<file path="src/rtl/k10_uart_tx.sv">
// AXI4-Lite transmit-only UART: TX FIFO drained as 8N1 frames, LSB first, on o_tx.
// Define K10_UART_TX_SIM_PRINT_EN to echo every accepted TXDATA byte to the simulator console.
//
// state  | meaning
// S_IDLE | line high, waiting for tx_en and a queued byte
// S_START| start bit (low) for DIV cycles
// S_DATA | data bits 0..7 from shift[0], DIV cycles each
// S_STOP | stop bit (high) for DIV cycles, may chain straight into the next frame
module k10_uart_tx #(
  parameter int          FIFO_DEPTH  = 16,
  parameter logic [15:0] DEFAULT_DIV = 16'd868
) (
  input  logic        i_clk,
  input  logic        i_rst,
  input  logic [31:0] s_axi_awaddr,
  input  logic [2:0]  s_axi_awprot,
  input  logic        s_axi_awvalid,
  output logic        s_axi_awready,
  input  logic [31:0] s_axi_wdata,
  input  logic [3:0]  s_axi_wstrb,
  input  logic        s_axi_wvalid,
  output logic        s_axi_wready,
  output logic [1:0]  s_axi_bresp,
  output logic        s_axi_bvalid,
  input  logic        s_axi_bready,
  input  logic [31:0] s_axi_araddr,
  input  logic [2:0]  s_axi_arprot,
  input  logic        s_axi_arvalid,
  output logic        s_axi_arready,
  output logic [31:0] s_axi_rdata,
  output logic [1:0]  s_axi_rresp,
  output logic        s_axi_rvalid,
  input  logic        s_axi_rready,
  output logic        o_tx,
  output logic        o_irq
);

  localparam int AW = $clog2(FIFO_DEPTH);
  localparam int CW = AW + 1;

  typedef enum logic [1:0] {S_IDLE, S_START, S_DATA, S_STOP} state_t;

  state_t      state, state_nx;
  logic [15:0] baud_cnt, baud_cnt_nx;
  logic [2:0]  bit_idx, bit_idx_nx;
  logic [7:0]  shift, shift_nx;
  logic        tx_bit, pop;

  logic [7:0]    mem [FIFO_DEPTH];
  logic [AW-1:0] wr_ptr, rd_ptr;
  logic [CW-1:0] count;
  logic          full, empty, push;

  logic [15:0] div_q, div_eff;
  logic [1:0]  ctrl_q;
  logic        bvalid_q, rvalid_q;
  logic [1:0]  bresp_q, rresp_q;
  logic [31:0] rdata_q, rd_word;
  logic        wr_hs, ar_hs, rd_err;
  logic        wr_txdata, wr_status, wr_div, wr_ctrl, wr_err;
  logic [11:0] wr_off, rd_off;
  logic [8:0]  lvl9;
  logic        unused_bits;

  assign full    = (count == CW'(FIFO_DEPTH));
  assign empty   = (count == '0);
  assign div_eff = (div_q == 16'd0) ? 16'd1 : div_q;
  assign lvl9    = 9'(count);

  // Register interface: AW and W are taken together only while no B is outstanding.
  assign wr_hs     = s_axi_awvalid && s_axi_wvalid && !bvalid_q && !i_rst;
  assign wr_off    = s_axi_awaddr[11:0];
  assign wr_txdata = (wr_off == 12'h000);
  assign wr_status = (wr_off == 12'h004);
  assign wr_div    = (wr_off == 12'h008);
  assign wr_ctrl   = (wr_off == 12'h00C);
  assign wr_err    = !(wr_txdata || wr_status || wr_div || wr_ctrl)
                     || (wr_txdata && s_axi_wstrb[0] && full);
  assign push      = wr_hs && wr_txdata && s_axi_wstrb[0] && !full;

  assign s_axi_awready = wr_hs;
  assign s_axi_wready  = wr_hs;
  assign s_axi_bvalid  = bvalid_q;
  assign s_axi_bresp   = bresp_q;
  assign s_axi_arready = !rvalid_q && !i_rst;
  assign ar_hs         = s_axi_arvalid && s_axi_arready;
  assign rd_off        = s_axi_araddr[11:0];
  assign s_axi_rvalid  = rvalid_q;
  assign s_axi_rresp   = rresp_q;
  assign s_axi_rdata   = rdata_q;

  always_comb begin
    rd_word = '0;
    rd_err  = 1'b0;
    case (rd_off)
      12'h000: rd_word = '0;
      12'h004: begin
        rd_word[0]    = full;
        rd_word[1]    = empty;
        rd_word[2]    = (state != S_IDLE);
        rd_word[15:8] = lvl9[7:0];
      end
      12'h008: rd_word[15:0] = div_q;
      12'h00C: rd_word[1:0]  = ctrl_q;
      default: rd_err = 1'b1;
    endcase
  end

  always_ff @(posedge i_clk) begin
    if (i_rst) begin
      bvalid_q <= 1'b0;
      bresp_q  <= 2'b00;
      rvalid_q <= 1'b0;
      rresp_q  <= 2'b00;
      rdata_q  <= '0;
      div_q    <= DEFAULT_DIV;
      ctrl_q   <= 2'b00;
    end else begin
      if (wr_hs) begin
        bvalid_q <= 1'b1;
        bresp_q  <= wr_err ? 2'b10 : 2'b00;
        if (wr_div && s_axi_wstrb[0]) div_q[7:0]  <= s_axi_wdata[7:0];
        if (wr_div && s_axi_wstrb[1]) div_q[15:8] <= s_axi_wdata[15:8];
        if (wr_ctrl && s_axi_wstrb[0]) ctrl_q <= s_axi_wdata[1:0];
      end else if (bvalid_q && s_axi_bready) begin
        bvalid_q <= 1'b0;
      end
      if (ar_hs) begin
        rvalid_q <= 1'b1;
        rdata_q  <= rd_word;
        rresp_q  <= rd_err ? 2'b10 : 2'b00;
      end else if (rvalid_q && s_axi_rready) begin
        rvalid_q <= 1'b0;
      end
    end
  end

  // FIFO: fullness is judged before the edge, so a same-cycle pop never frees a slot for a push.
  always_ff @(posedge i_clk) begin
    if (push) mem[wr_ptr] <= s_axi_wdata[7:0];
  end

  always_ff @(posedge i_clk) begin
    if (i_rst) begin
      wr_ptr <= '0;
      rd_ptr <= '0;
      count  <= '0;
    end else begin
      if (push) wr_ptr <= wr_ptr + AW'(1);
      if (pop)  rd_ptr <= rd_ptr + AW'(1);
      case ({push, pop})
        2'b10:   count <= count + CW'(1);
        2'b01:   count <= count - CW'(1);
        default: count <= count;
      endcase
    end
  end

  always_comb begin
    state_nx    = state;
    baud_cnt_nx = baud_cnt;
    bit_idx_nx  = bit_idx;
    shift_nx    = shift;
    pop         = 1'b0;
    tx_bit      = 1'b1;
    case (state)
      S_IDLE: begin
        if (ctrl_q[0] && !empty) begin
          pop         = 1'b1;
          shift_nx    = mem[rd_ptr];
          baud_cnt_nx = div_eff - 16'd1;
          state_nx    = S_START;
        end
      end
      S_START: begin
        tx_bit = 1'b0;
        if (baud_cnt == 16'd0) begin
          baud_cnt_nx = div_eff - 16'd1;
          bit_idx_nx  = 3'd0;
          state_nx    = S_DATA;
        end else begin
          baud_cnt_nx = baud_cnt - 16'd1;
        end
      end
      S_DATA: begin
        tx_bit = shift[0];
        if (baud_cnt == 16'd0) begin
          baud_cnt_nx = div_eff - 16'd1;
          shift_nx    = shift >> 1;
          bit_idx_nx  = bit_idx + 3'd1;
          if (bit_idx == 3'd7) state_nx = S_STOP;
        end else begin
          baud_cnt_nx = baud_cnt - 16'd1;
        end
      end
      S_STOP: begin
        if (baud_cnt == 16'd0) begin
          // chain the next frame directly so there is no idle gap between frames
          if (ctrl_q[0] && !empty) begin
            pop         = 1'b1;
            shift_nx    = mem[rd_ptr];
            baud_cnt_nx = div_eff - 16'd1;
            state_nx    = S_START;
          end else begin
            state_nx = S_IDLE;
          end
        end else begin
          baud_cnt_nx = baud_cnt - 16'd1;
        end
      end
      default: state_nx = S_IDLE;
    endcase
  end

  always_ff @(posedge i_clk) begin
    if (i_rst) begin
      state    <= S_IDLE;
      baud_cnt <= '0;
      bit_idx  <= '0;
      shift    <= '0;
      o_tx     <= 1'b1;
      o_irq    <= 1'b0;
    end else begin
      state    <= state_nx;
      baud_cnt <= baud_cnt_nx;
      bit_idx  <= bit_idx_nx;
      shift    <= shift_nx;
      o_tx     <= tx_bit;
      o_irq    <= ctrl_q[1] && empty && (state == S_IDLE);
    end
  end

`ifdef K10_UART_TX_SIM_PRINT_EN
  always_ff @(posedge i_clk) begin
    if (push) $write("%c", s_axi_wdata[7:0]);
  end
`else
  // synthesizable build: no console echo
`endif

  assign unused_bits = ^{s_axi_awprot, s_axi_arprot, s_axi_awaddr[31:12], s_axi_araddr[31:12],
                         s_axi_wdata[31:16], s_axi_wstrb[3:2], lvl9[8]};

endmodule
</file>
<file path="config.mk">
export PLATFORM = sky130hd
export DESIGN_NAME = k10_uart_tx
export DESIGN_NICKNAME = d
export VERILOG_FILES = /design/src/rtl/k10_uart_tx.sv
export SDC_FILE = /design/constraint.sdc
export NUM_CORES = 1
export LEC_CHECK = 0
export BUFFER_PORTS_ARGS = -buffer_cell sky130_fd_sc_hd__clkbuf_2
export CAP_MARGIN = 40
export CORE_MARGIN = 5
export CORE_UTILIZATION = 53
export CTS_BUF_LIST = sky130_fd_sc_hd__clkbuf_4
export CTS_CLUSTER_DIAMETER = 150
export DETAILED_ROUTE_END_ITERATION = 10
export GPL_TIMING_DRIVEN = 1
export PLACE_DENSITY = 0.76
export SYNTH_ARGS = -nofsm -noshare
export SYNTH_HDL_FRONTEND = slang
export SYNTH_SLANG_ARGS = --single-unit
</file>
<file path="constraint.sdc">
create_clock -name i_clk -period 3.1 [get_ports i_clk]
set_clock_uncertainty 0.15 [all_clocks]
set_input_delay 0.465 -clock i_clk [delete_from_list [all_inputs] [get_ports i_clk]]
set_output_delay 0.465 -clock i_clk [all_outputs]
set_load 0.03 [all_outputs]
</file>
Word level (Yosys, flattened, before mapping)
Memories as Yosys holds them, arrays and structs flattened. A register that Yosys moved wholly into a read port is not among the register bits.
Cells that the tools add are included.

cells by class
  shift operators = 0
  multipliers = 0
  muxes and demuxes = 38
  equality and inequality tests = 18
  bitwise operators = 0
  reduce and logical (&&, ||, !) cells = 48
  $add $sub $neg = 7
  divide/modulo/power cells = 0
  $lt $le $gt $ge = 0

operator list
  cell                     number
  $mux W16                 4
  $eq A12 B4 Y1 const B    4
  $pmux W16 S3             1
  $logic_not A16 Y1        2
  $sub A16 B1 Y16 const B  2
  $eq A12 B3 Y1 const B    2
  $logic_not A12 Y1        2
  $mux W8                  3
  $pmux W8 S3              1
  $logic_and A1 B1 Y1      18
  $pmux W8 S2              1
  $mux W2                  7
  $ne A2 B2 Y1 const B     5
  $pmux W5 S2              1
  $reduce_bool A2 Y1       5
  $mux W1                  9
  $add A4 B1 Y4 const B    2
  $mux W4                  2
  $pmux W2 S4              1
  $eq A2 B2 Y1 const B     3
  $logic_not A1 Y1         6
  $mux W3                  2
  $pmux W1 S2              3
  $pmux W2 S3              1
  other kinds (17)         24

storage, ports and cells
  bits in writable memories = 128
  memories = 1
  latch bits = 0
  bits in read-only memories = 0
  register bits after elaboration = 84

memory list
  name  words  bits a word  rd ports  clocked after memory_dff  write ports  line  source
  mem   16     8            1         1                         1            49    logic [7:0] mem [FIFO_DEPTH];

Longest topological paths before layout
Gate-level depths: netlist of run 1.

  word-level depth = 8
  depth in mapped cells = 14
  depth with buffers taken out = 14

Least setup slack after synthesis of run 1
OpenSTA, ideal clock, no wires.

  kind = register to register
  start = register baud_cnt[7]
  end = register count[4]
  library setup time = 0.128 ns
  buffers on the path = 1
  arrival time = 3.066 ns
  clock period less this slack = 3.344 ns
  cell stages (with the launch flop) = 15
  slack = -0.244 ns
  cell sequence = dfxtp_1 -> or3_1 -> buf_6 -> nor4b_4 -> a31oi_1 -> nor3_2 -> ha_1 -> inv_1 -> fa_1 -> nor2b_1 -> o21ai_0 -> and3_1 -> nor3_1 -> xnor2_1 -> nor2_1

between the ends
  cells in the longest elaborated chain, start to end = 5
  elaborated cells on any way between the ends = 7
  classes of those cells = eq/ne: 2; mux: 3; reduce/logical: 2

RTL lines
  element                                                   line  source
  start, declared                                           44    logic [15:0] baud_cnt, baud_cnt_nx;
  start signal, assigned                                    225   baud_cnt <= baud_cnt_nx;
  $logic_not A16 Y1 (*)                                     197   if (baud_cnt == 16'd0) begin
  $mux W1 (*)                                               197
  $pmux W1 S2 (*)                                           166   case (state)
  net pop                                                   47    logic tx_bit, pop;
  $eq A2 B1 Y1 / $eq A2 B2 Y1 (equally long branches)       151   case ({push, pop})
  $pmux W5 S2 / $reduce_bool A2 Y1 (equally long branches)  --
  end signal, assigned                                      152   2'b10: count <= count + CW'(1);
  end signal, assigned                                      153   2'b01: count <= count - CW'(1);
  end signal, assigned                                      154   default: count <= count;
  end, declared                                             51    logic [CW-1:0] count;

Mark *: on every way through the listed nets, which the timed path passes. The rest lies on a longest branch.
A chain may end at the register's enable or synchronous reset.

Final worst setup path of run 1
Ends and elaborated chain as after synthesis.

==> results of run 1 <==
state kept, by name, summed over array words and instances, names as in the netlist, 2 cells and up, named ones only:
name         flops
baud_cnt        16
bit_idx          3
count            5
ctrl_q           2
div_q           16
mem            128
rd_ptr           4
s_axi_rdata     16
shift            8
state            2
wr_ptr           4
routing by layer:
metal / vias up / routed length, um / track usage
met2: 264 / 11500 / 0.353
met1: 3487 / 9860 / 0.302
met3: 58 / 1490 / 0.0403
met4: 0 / 742 / 0.0837
li1: 3360 / - / -
met5: - / 0 / 0
cell type report:
class | instances | area [um^2]
Antenna cell | 2 | 5.00
Clock buffer | 81 | 608
Clock inverter | 17 | 78.8
Fill cell | 1345 | 6400
Inverter | 18 | 67.6
Multi-Input combinational cell | 526 | 3960
Sequential cell | 214 | 5570
Tap cell | 229 | 287
Timing Repair Buffer | 165 | 1110
how the worst min path moves through the flow:
| stage | startpoint | end | slack, ns | depth (start not counted) |
|---|---|---|---|---|
| finish | s_axi_awaddr[10] | s_axi_bresp[1] | 0.09 | 4 |
| global route | s_axi_wdata[7] | mem[4][7] | 0.05 | 1 |
| detailed placement | s_axi_rdata[0] | s_axi_rdata[0] | 0.29 | 2 |
| floorplan | ctrl_q[1] | o_irq | 0.28 | 2 |
| global placement | s_axi_rdata[1] | s_axi_rdata[1] | 0.29 | 2 |
| CTS | s_axi_wdata[7] | mem[1][7] | 0.02 | 1 |
stage by stage:
stage,utilization,area (um^2)
global route,0.646,11700
detailed placement,0.598,10800
CTS,0.645,11700
global placement,0.598,10800
floorplan,-,9920
finish,0.646,11700
what timing repair did:
action / 4_1_cts / 5_1_grt
pin swaps: 6 / 3
gates cloned: 0 / 0
hold buffers: 15 / 0
resized for setup: 4 / 2
buffers inserted: 0 / 1
endpoints found under the setup margin: 2 / 2
hold endpoints to repair: 14 / 0
logic make-up (layout without fill, tap and decap cells):
| kind of cell | count (synthesis) | after routing |
|---|---|---|
| and+or+nand+nor | 242 | 242 |
| DFF | 214 | 214 |
| AOI/OAI and AO/OA | 145 | 145 |
| buffers and inverters | 82 | 281 |
| muxes | 73 | 73 |
| xor gates and xnor gates | 29 | 29 |
| adders and majority gates | 19 | 19 |
| other | 1 | 20 |
synthesized netlist by cell type, types with 4 or more instances:
master | instances | share of area
nor3_1 | 17 | 0.0087
nand2_1 | 48 | 0.018
xnor2_1 | 15 | 0.013
mux2i_1 | 33 | 0.034
nor2_1 | 97 | 0.037
xor2_1 | 14 | 0.012
nand2b_1 | 7 | 0.0045
a22o_1 | 9 | 0.0080
mux2_2 | 6 | 0.0069
buf_2 | 9 | 0.0046
mux4_2 | 34 | 0.078
clkbuf_1 | 31 | 0.012
a22oi_1 | 6 | 0.0046
nor2b_1 | 4 | 0.0025
o22ai_1 | 4 | 0.0025
inv_1 | 17 | 0.0065
nand3_1 | 11 | 0.0056
o211ai_1 | 7 | 0.0054
a221oi_1 | 12 | 0.011
buf_4 | 19 | 0.015
and2_1 | 6 | 0.0038
nand4_1 | 5 | 0.0032
nor3b_1 | 6 | 0.0046
ha_1 | 18 | 0.023
or4_1 | 5 | 0.0038
o21ai_0 | 29 | 0.015
edfxtp_1 | 128 | 0.39
dfxtp_1 | 86 | 0.18
a21oi_1 | 44 | 0.022
nor4_1 | 9 | 0.0057
power by group:
group | total (uW) | switching [uW] | internal [uW]
Sequential | 3030 | 7.08 | 3020
Clock | 2320 | 1120 | 1200
Combinational | 206 | 145 | 60.7
Total | 5550 | 1270 | 4280
worst max-delay path, stage by stage, from the launching register on:
cell and delay (ns):
dfxtp_2 0.32, or3_4 0.40, nor4b_4 0.26, buf_4 0.17, a31oi_4 0.10, nor3_4 0.23
ha_2 0.25, buf_4 0.13, ha_1 0.23, nor2b_2 0.17, o21ai_2 0.15, and3_1 0.19
nor3_2 0.04, xnor2_1 0.15, nor2_1 0.05
==> results.yml, run 1 <==
cells_and_area:
  drive_gt1_frac: 0.298
  syn_to_final_growth_pct: 18.9
  final_cell_mix: "edfxtp_1, nor2_1, dfxtp_1, clkbuf_4, buf_4"
  final_common_cell: "edfxtp_1"
  fin_cells: 1252
  fin_nets: 1110
synthesis:
  synth_top_family_by_area: "simple AND/OR/NAND/NOR gates"
  synth.distinct_cells: 72
  synth_edf_count: 128
  synth_compound_area_frac: 0.0980
  yosysWarnings: 0
  synthArstFlopShare: 0
  synth_ff_type: "edfxtp_1"
  synth-adder-area-share: 0.0250
  synth-seq-cells: 214
  syn-instance-count: 805
  synth.area.mux_share: 0.118
  synth_xor_area_frac: 0.0259
  avgSynthCellArea_um2: 12.2
  syn-cell-area_mm2: 0.00982
  seq_area_frac_synth: 0.567
  synthSimpleGateAreaFrac: 0.124
placed_design:
  hpwl_mm: 15.8
  preCtsSetupSlack_ns: -0.106
  dp_cells: 1136
  port_buffers: 73
  finalWeightedCongestion: 0.874
sta:
  rsz0062_at_grt: "true"
  finalHoldViolations: 0
  slew_headroom: 0.425
  drv_slew: 0
  min_period_ns: 3.12
  worst_pin_slew_ns: 0.857
  fmax_mhz: 320
  period_share: 1.01
  finalSetupTns_ns: -0.0221
  fin_hold_ws_ns: 0.0929
  setup_slack_ns: -0.0221
  setup_violations: 1
die:
  core_mm2: 0.0181
  start_util: 0.543
  dieArea_mm2: 0.0214
  io_pins: 156
  die_h_um: 146
  fp.dieW_um: 146
  rows: 49
route:
  avgRoutedWirePerCell_um: 18.8
  initialDrtViolationCount: 613
  ant_nets: 0
  drc: 0
  viasPerCell: 5.73
  drt_first_pass_iters: 5
  via_count: 7169
  wl_mm: 23.5
worst_setup_path:
  worstSetupEndpoint: "count[4]"
  crit_start: "baud_cnt[7]"
  arrival_ns: 3.50
  end_kind: "register"
  timing.rr.start: "baud_cnt[7]"
  r2r_end: "count[4]"
  worstSetupPathType: "register to register"
  crit_required_ns: 3.48
  reg2reg_depth: 14
  cp-start-kind: "register"
  rrSetupSlack_ns: -0.02
  worstPathMaxFanout: 3
status:
  violations: "setup timing"
  status: "finished with violations"
clock_tree:
  numCtsBuffers: 53
  cts_tree: "built"
  cts_root_buffer: "clkbuf_4"
  clkTransAtPathRegs_ns: 0.06
  clock_path_buffers: 3
  clock_latency_ns: 0.68
  cts.htree.levels: 2
  cts.sinks: 214
global_route:
  grt_max_degree: 48
  grt_overflow_total: 0
  track_usage: 0.220
  grt_pass1_wl_mm: 38.0
  first_global_vias: 7090
  antenna_found_initial: 2
power_and_ir_drop:
  ir_drop_mv: 0.435
  leakagePower_uw: 0.00441
  p_total_uw: 5550
  powerDensity_mw_per_mm2: 475
worst_hold_path:
  hold_class: "primary input to register"
job:
  drv_cap: 0
Power figures use the tool's default switching activity.
==> inputs of run 2 (changes only) <==
- CORE_UTILIZATION: 53 -> 50
- PLACE_DENSITY: 0.76 -> 0.73
==> run 2 against run 1 <==
Against the previous run: non-clock buffer count grew 1; count of clock-buffer cells in the layout shrank 4; global-route usage shrank 1.6 points; the flow still finishes with violations (setup timing); sequential share of layout area shrank 0.36 points.
==> results.yml, run 2 (synthesis gave the netlist of run 1 again) <==
status:
  status: "finished with violations"
  violations: "setup timing"
clock_tree:
  cts.sinks: 214
  clock_latency_ns: 0.68
  cts_tree: "built"
  numCtsBuffers: 54
  cts.htree.levels: 2
  clock_path_buffers: 3
  cts_root_buffer: "clkbuf_4"
  clkTransAtPathRegs_ns: 0.07
route:
  avgRoutedWirePerCell_um: 17.5
  wl_mm: 22.5
  drt_first_pass_iters: 7
  drc: 0
  ant_nets: 0
  initialDrtViolationCount: 430
  via_count: 7001
  viasPerCell: 5.44
cells_and_area:
  num-fill-cells: 1530
  final_common_cell: "edfxtp_1"
  fin_cells: 1288
  drive_gt1_frac: 0.299
  design_area_mm2: 0.0118
  final_cell_mix: "edfxtp_1, nor2_1, dfxtp_1, clkbuf_4, buf_4"
  largest_reg_flops: 128
  fin_nets: 1112
  multi_input_comb_area_mm2: 0.00398
  syn_to_final_growth_pct: 19.9
  regArea_mm2: 0.00557
  max_flop_register: "mem"
worst_setup_path:
  arrival_ns: 3.55
  cp-start-kind: "register"
  r2r_end: "count[4]"
  end_kind: "register"
  worstPathMaxFanout: 2
  reg2reg_depth: 14
  rrSetupSlack_ns: -0.06
  timing.rr.start: "baud_cnt[11]"
  crit_required_ns: 3.49
  worstSetupPathType: "register to register"
worst_hold_path:
  holdCritStartpoint: "s_axi_araddr[10]"
  hold_class: "primary input to register"
  worstHoldEndpoint: "s_axi_rresp[1]"
  whs_path_depth: 5
sta:
  finalHoldViolations: 0
  setup_violations: 1
  slew_headroom: 0.453
  period_share: 1.02
  finalSetupTns_ns: -0.0646
  setup_slack_ns: -0.0646
  drv_slew: 0
  fmax_mhz: 316
  min_period_ns: 3.16
  rsz0062_at_grt: "true"
  worst_pin_slew_ns: 0.819
global_route:
  antenna_found_initial: 1
  first_global_vias: 6959
  grt_max_degree: 48
  met1_usage: 0.275
  grt_pass1_wl_mm: 36.4
  track_usage: 0.204
  use_met3: 0.0391
  grt_busiest_layer: "met2"
  grt_overflow_total: 0
  grt_use_met2: 0.338
die:
  io_pins: 156
  core_mm2: 0.0194
  dieArea_mm2: 0.0225
  die_h_um: 150
  rows: 51
  fp.dieW_um: 150
  start_util: 0.506
power_and_ir_drop:
  clkPwrFrac: 0.425
  intPower_uw: 4320
  powerDensity_mw_per_mm2: 476
  leakagePower_uw: 0.00443
  power_switching_uw: 1290
  ir_drop_mv: 0.585
  combPwrFrac: 0.036
  swShare: 0.229
  seqPwrFrac: 0.540
placed_design:
  hpwl_mm: 15.5
  placed_cell_area_mm2: 0.0109
  dp_cells: 1173
  port_buffers: 73
  preCtsSetupSlack_ns: -0.0544
  finalWeightedCongestion: 0.857
job:
  drv_cap: 0
==> run 2: worst max path at each step <==
stage	startpoint	end	slack (ns)	cells past startpoint
2_1_floorplan	baud_cnt[9]	count[4]	-0.004	14
3_3_place_gp	baud_cnt[9]	count[4]	-0.05	14
3_5_place_dp	baud_cnt[9]	count[4]	-0.05	14
4_1_cts	baud_cnt[7]	count[4]	-0.05	14
5_1_grt	baud_cnt[11]	count[4]	-0.17	14
6_report	baud_cnt[11]	count[4]	-0.06	14
==> run 2: metrics by stage <==
stage,util,total power (uW),hold WS (ns)
5_1_grt,0.607,5870,0.0420
3_5_place_dp,0.560,3270,0.301
4_1_cts,0.605,5660,0.0407
6_report,0.607,5610,0.0717
3_3_place_gp,0.560,3270,0.288
2_1_floorplan,-,3200,0.277
==> run 2: final cells by class <==
cell class	instances	share of cell area
Inverter	18	0.00574
Multi-Input combinational cell	526	0.338
Clock inverter	20	0.0107
Clock buffer	77	0.0491
Tap cell	265	0.0282
Antenna cell	2	0.000425
Timing Repair Buffer	166	0.0949
Sequential cell	214	0.473
==> run 2: repair_timing <==
action	4_1_cts	5_1_grt
pin swaps	8	13
buffers inserted	0	1
endpoints found under the setup margin	2	2
hold endpoints to repair	14	0
gates resized for setup	4	7
hold buffers	15	0
==> run 2: critical path, cell delays in order (launching register included) <==
cell and delay, ns:
dfxtp_2 0.32, or3_4 0.41, nor4b_4 0.25, buf_4 0.17, a31oi_4 0.09, nor3_4 0.24
ha_2 0.26, inv_2 0.05, fa_2 0.37, nor2b_4 0.13, o21ai_2 0.08, and3_4 0.16
nor3_4 0.15, xnor2_1 0.14, nor2_1 0.05
==> run 2: power groups by stage <==
stage	Combinational (uW)	Sequential [uW]	Clock [uW]
after floorplan	89.8	3110	0
after global placement	181	3090	0
after detailed placement	183	3090	0
after CTS	199	3030	2430
after global routing	216	3030	2630
final	201	3030	2380
==> run 2: layer usage <==
layer / vias up / part of all wire
li1: 3377 / -
met1: 3345 / 0.43
met2: 224 / 0.50
met3: 55 / 0.054
met4: 0 / 0.022
met5: - / 0
==> inputs of run 3 (changes only) <==
- ABC_AREA: unset -> 1
- PLACE_DENSITY: 0.73 -> 0.72
==> run 3 against run 2 <==
Against the previous run: area after synthesis grew 3.6%; highest routed layer unchanged; flip-flop and latch count is the same; worst setup slack gained 0.29 ns; the run now ends clean; critical path type unchanged; design area grew 0.15%.
==> results.yml, run 3 <==
status:
  status: "finished, final reports clean"
synthesis:
  syn-cell-area_mm2: 0.0102
  synth_ff_type: "edfxtp_1"
  yosys-top-cells-count: "nand2_1, nor2_1, edfxtp_1, o21ai_0, inv_1"
  syn-instance-count: 1103
  yosys-top-cells-area: "edfxtp_1, dfxtp_1, o21ai_0, nand2_1, nor2_1"
  yosysMostFrequentCell: "nand2_1"
  synth_top_cell_by_area: "edfxtp_1"
  avgSynthCellArea_um2: 9.23
  yosysWarnings: 0
  synthArstFlopShare: 0
  synth_edf_count: 128
  seq_area_frac_synth: 0.547
  synth-seq-cells: 214
  synth_top_area_frac: 0.378
  synth.distinct_cells: 50
sta:
  fin_hold_ws_ns: 0.0351
  slew_headroom: 0.520
  worst_pin_slew_ns: 0.701
  period_share: 0.926
  fmax_mhz: 348
  finalHoldViolations: 0
  min_period_ns: 2.87
  rsz0062_at_grt: "false"
  drv_slew: 0
  setup_violations: 0
worst_hold_path:
  hold_class: "primary input to register"
  holdCritStartpoint: "s_axi_arvalid"
worst_setup_path:
  crit_start: "baud_cnt[1]"
  crit_required_ns: 3.54
  worstSetupPathType: "register to register"
  crit_chain: "inv_2 -> ha_4 -> nand3_4 -> nor2_4 -> nand3b_4 -> nor2_4 -> nand4_4 -> clkinv_2 -> nand2_4 -> nand2_4 -> nand3_4 -> inv_4 -> ha_4 -> buf_4 -> ha_1 -> nand2_1 -> nor2_1 -> a211oi_1 -> xnor2_1 -> o21ai_0 -> inv_1"
  slowest_stage: "dfxtp_1"
  end_kind: "register"
  cp-start-kind: "register"
  critPathMaxStageDelay_ns: 0.32
  timing.rr.start: "baud_cnt[1]"
  arrival_ns: 3.31
  worstPathMaxFanout: 4
clock_tree:
  cts_tree: "built"
  cts_root_buffer: "clkbuf_4"
  cts.sinks: 214
  cts_setup_buffers: 0
  numCtsBuffers: 54
  clock_latency_ns: 0.69
  cts.htree.levels: 2
  clkTransAtPathRegs_ns: 0.07
  clock_path_buffers: 3
cells_and_area:
  final_cell_mix: "nand2_1, nor2_1, edfxtp_1, o21ai_0, inv_1"
  fin_nets: 1372
  fin_cells: 1548
  final_common_cell: "nand2_1"
  max_flop_register: "mem"
  largest_reg_flops: 128
  num-fill-cells: 1782
  syn_to_final_growth_pct: 15.8
  drive_gt1_frac: 0.189
route:
  drt_first_pass_iters: 5
  wl_mm: 25.7
  viasPerCell: 5.40
  drc: 0
  ant_nets: 0
  via_count: 8366
  initialDrtViolationCount: 586
  avgRoutedWirePerCell_um: 16.6
die:
  die_h_um: 153
  start_util: 0.505
  rows: 52
  dieArea_mm2: 0.0233
  core_mm2: 0.0202
  fp.dieW_um: 153
  io_pins: 156
power_and_ir_drop:
  intPower_uw: 5230
  ir_drop_mv: 0.783
  leakagePower_uw: 0.00476
  clkPwrFrac: 0.282
  p_total_uw: 8090
  swShare: 0.354
  powerDensity_mw_per_mm2: 686
  combPwrFrac: 0.320
  power_switching_uw: 2860
  seqPwrFrac: 0.398
global_route:
  grt_max_degree: 65
  grt_overflow_total: 0
  first_global_vias: 8243
  grt_pass1_wl_mm: 41.6
  antenna_found_initial: 1
  track_usage: 0.218
job:
  drv_cap: 0
placed_design:
  dp_cells: 1437
  hpwl_mm: 16.6
  port_buffers: 73
  finalWeightedCongestion: 0.902
[run 3: path summary, 6_finish.rpt]
| check | end | slack [ns] | depth (start not counted) |
|---|---|---|---|
| min reg2reg | shift[6] | 0.32 | 2 |
| max reg2reg | count[3] | 0.23 | 21 |
| min | s_axi_rdata[1] | 0.04 | 5 |
| max | count[3] | 0.23 | 21 |
[run 3: area by class of cell]
cell class,instances,area (um^2),area share
Multi-Input combinational cell,734,3980,0.338
Tap cell,270,338,0.0287
Sequential cell,214,5570,0.472
Timing Repair Buffer,134,866,0.0734
Clock buffer,75,563,0.0478
Antenna cell,1,2.50,0.000212
Inverter,102,387,0.0328
Clock inverter,18,85.1,0.00722
[run 3: layer usage]
metal	GRT usage	wire [um]	part of all wire
met1	0.276	10500	0.41
met2	0.360	12200	0.48
met3	0.0491	1930	0.075
met4	0.0959	1060	0.041
met5	0	0	0
[run 3: critical path: cells and delay by family (launching register included)]
kind | cells | cell delay (ns)
buf+inv | 5 | 0.40
fa+ha+maj | 3 | 0.58
simple gates | 10 | 0.84
compound gates | 2 | 0.37
xor+xnor | 1 | 0.09
flops | 1 | 0.32
[run 3: repair_timing]
item	CTS	global route
cloned	0	0
hold buffers	17	0
gates resized for setup	1	12
endpoints found under the setup margin	1	4
hold endpoints to repair	13	0
pin swaps	0	2
[run 3: logic make-up after synthesis]
group                      after synthesis  synth area share
other                                    1          0.000368
AOI/OAI and AO/OA                      256             0.148
adders and majority gates               19            0.0241
xor gates and xnor gates                27            0.0232
and+or+nand+nor                        414             0.184
buffers and inverters                  172            0.0731
DFF                                    214             0.547
[run 3: through the flow]
stage / area (um^2) / TNS (ns) / worst slack [ns] / utilization
5_1_grt: 11800 / 0 / 0.0131 / 0.585
4_1_cts: 11700 / 0 / 0.00982 / 0.582
6_report: 11800 / 0 / 0.228 / 0.585
3_5_place_dp: 10900 / -0.0119 / -0.0119 / 0.541
3_3_place_gp: 10900 / 0 / 0.0265 / 0.541
2_1_floorplan: 10200 / 0 / 0.0329 / -
[run 3: power by group through the flow]
| stage | Sequential [uW] | Clock [uW] | Combinational, uW |
|---|---|---|---|
| after floorplan | 3290 | 0 | 1910 |
| after global placement | 3280 | 0 | 2470 |
| after detailed placement | 3280 | 0 | 2500 |
| after CTS | 3220 | 2320 | 2550 |
| after global routing | 3240 | 2490 | 2860 |
| final | 3220 | 2280 | 2590 |
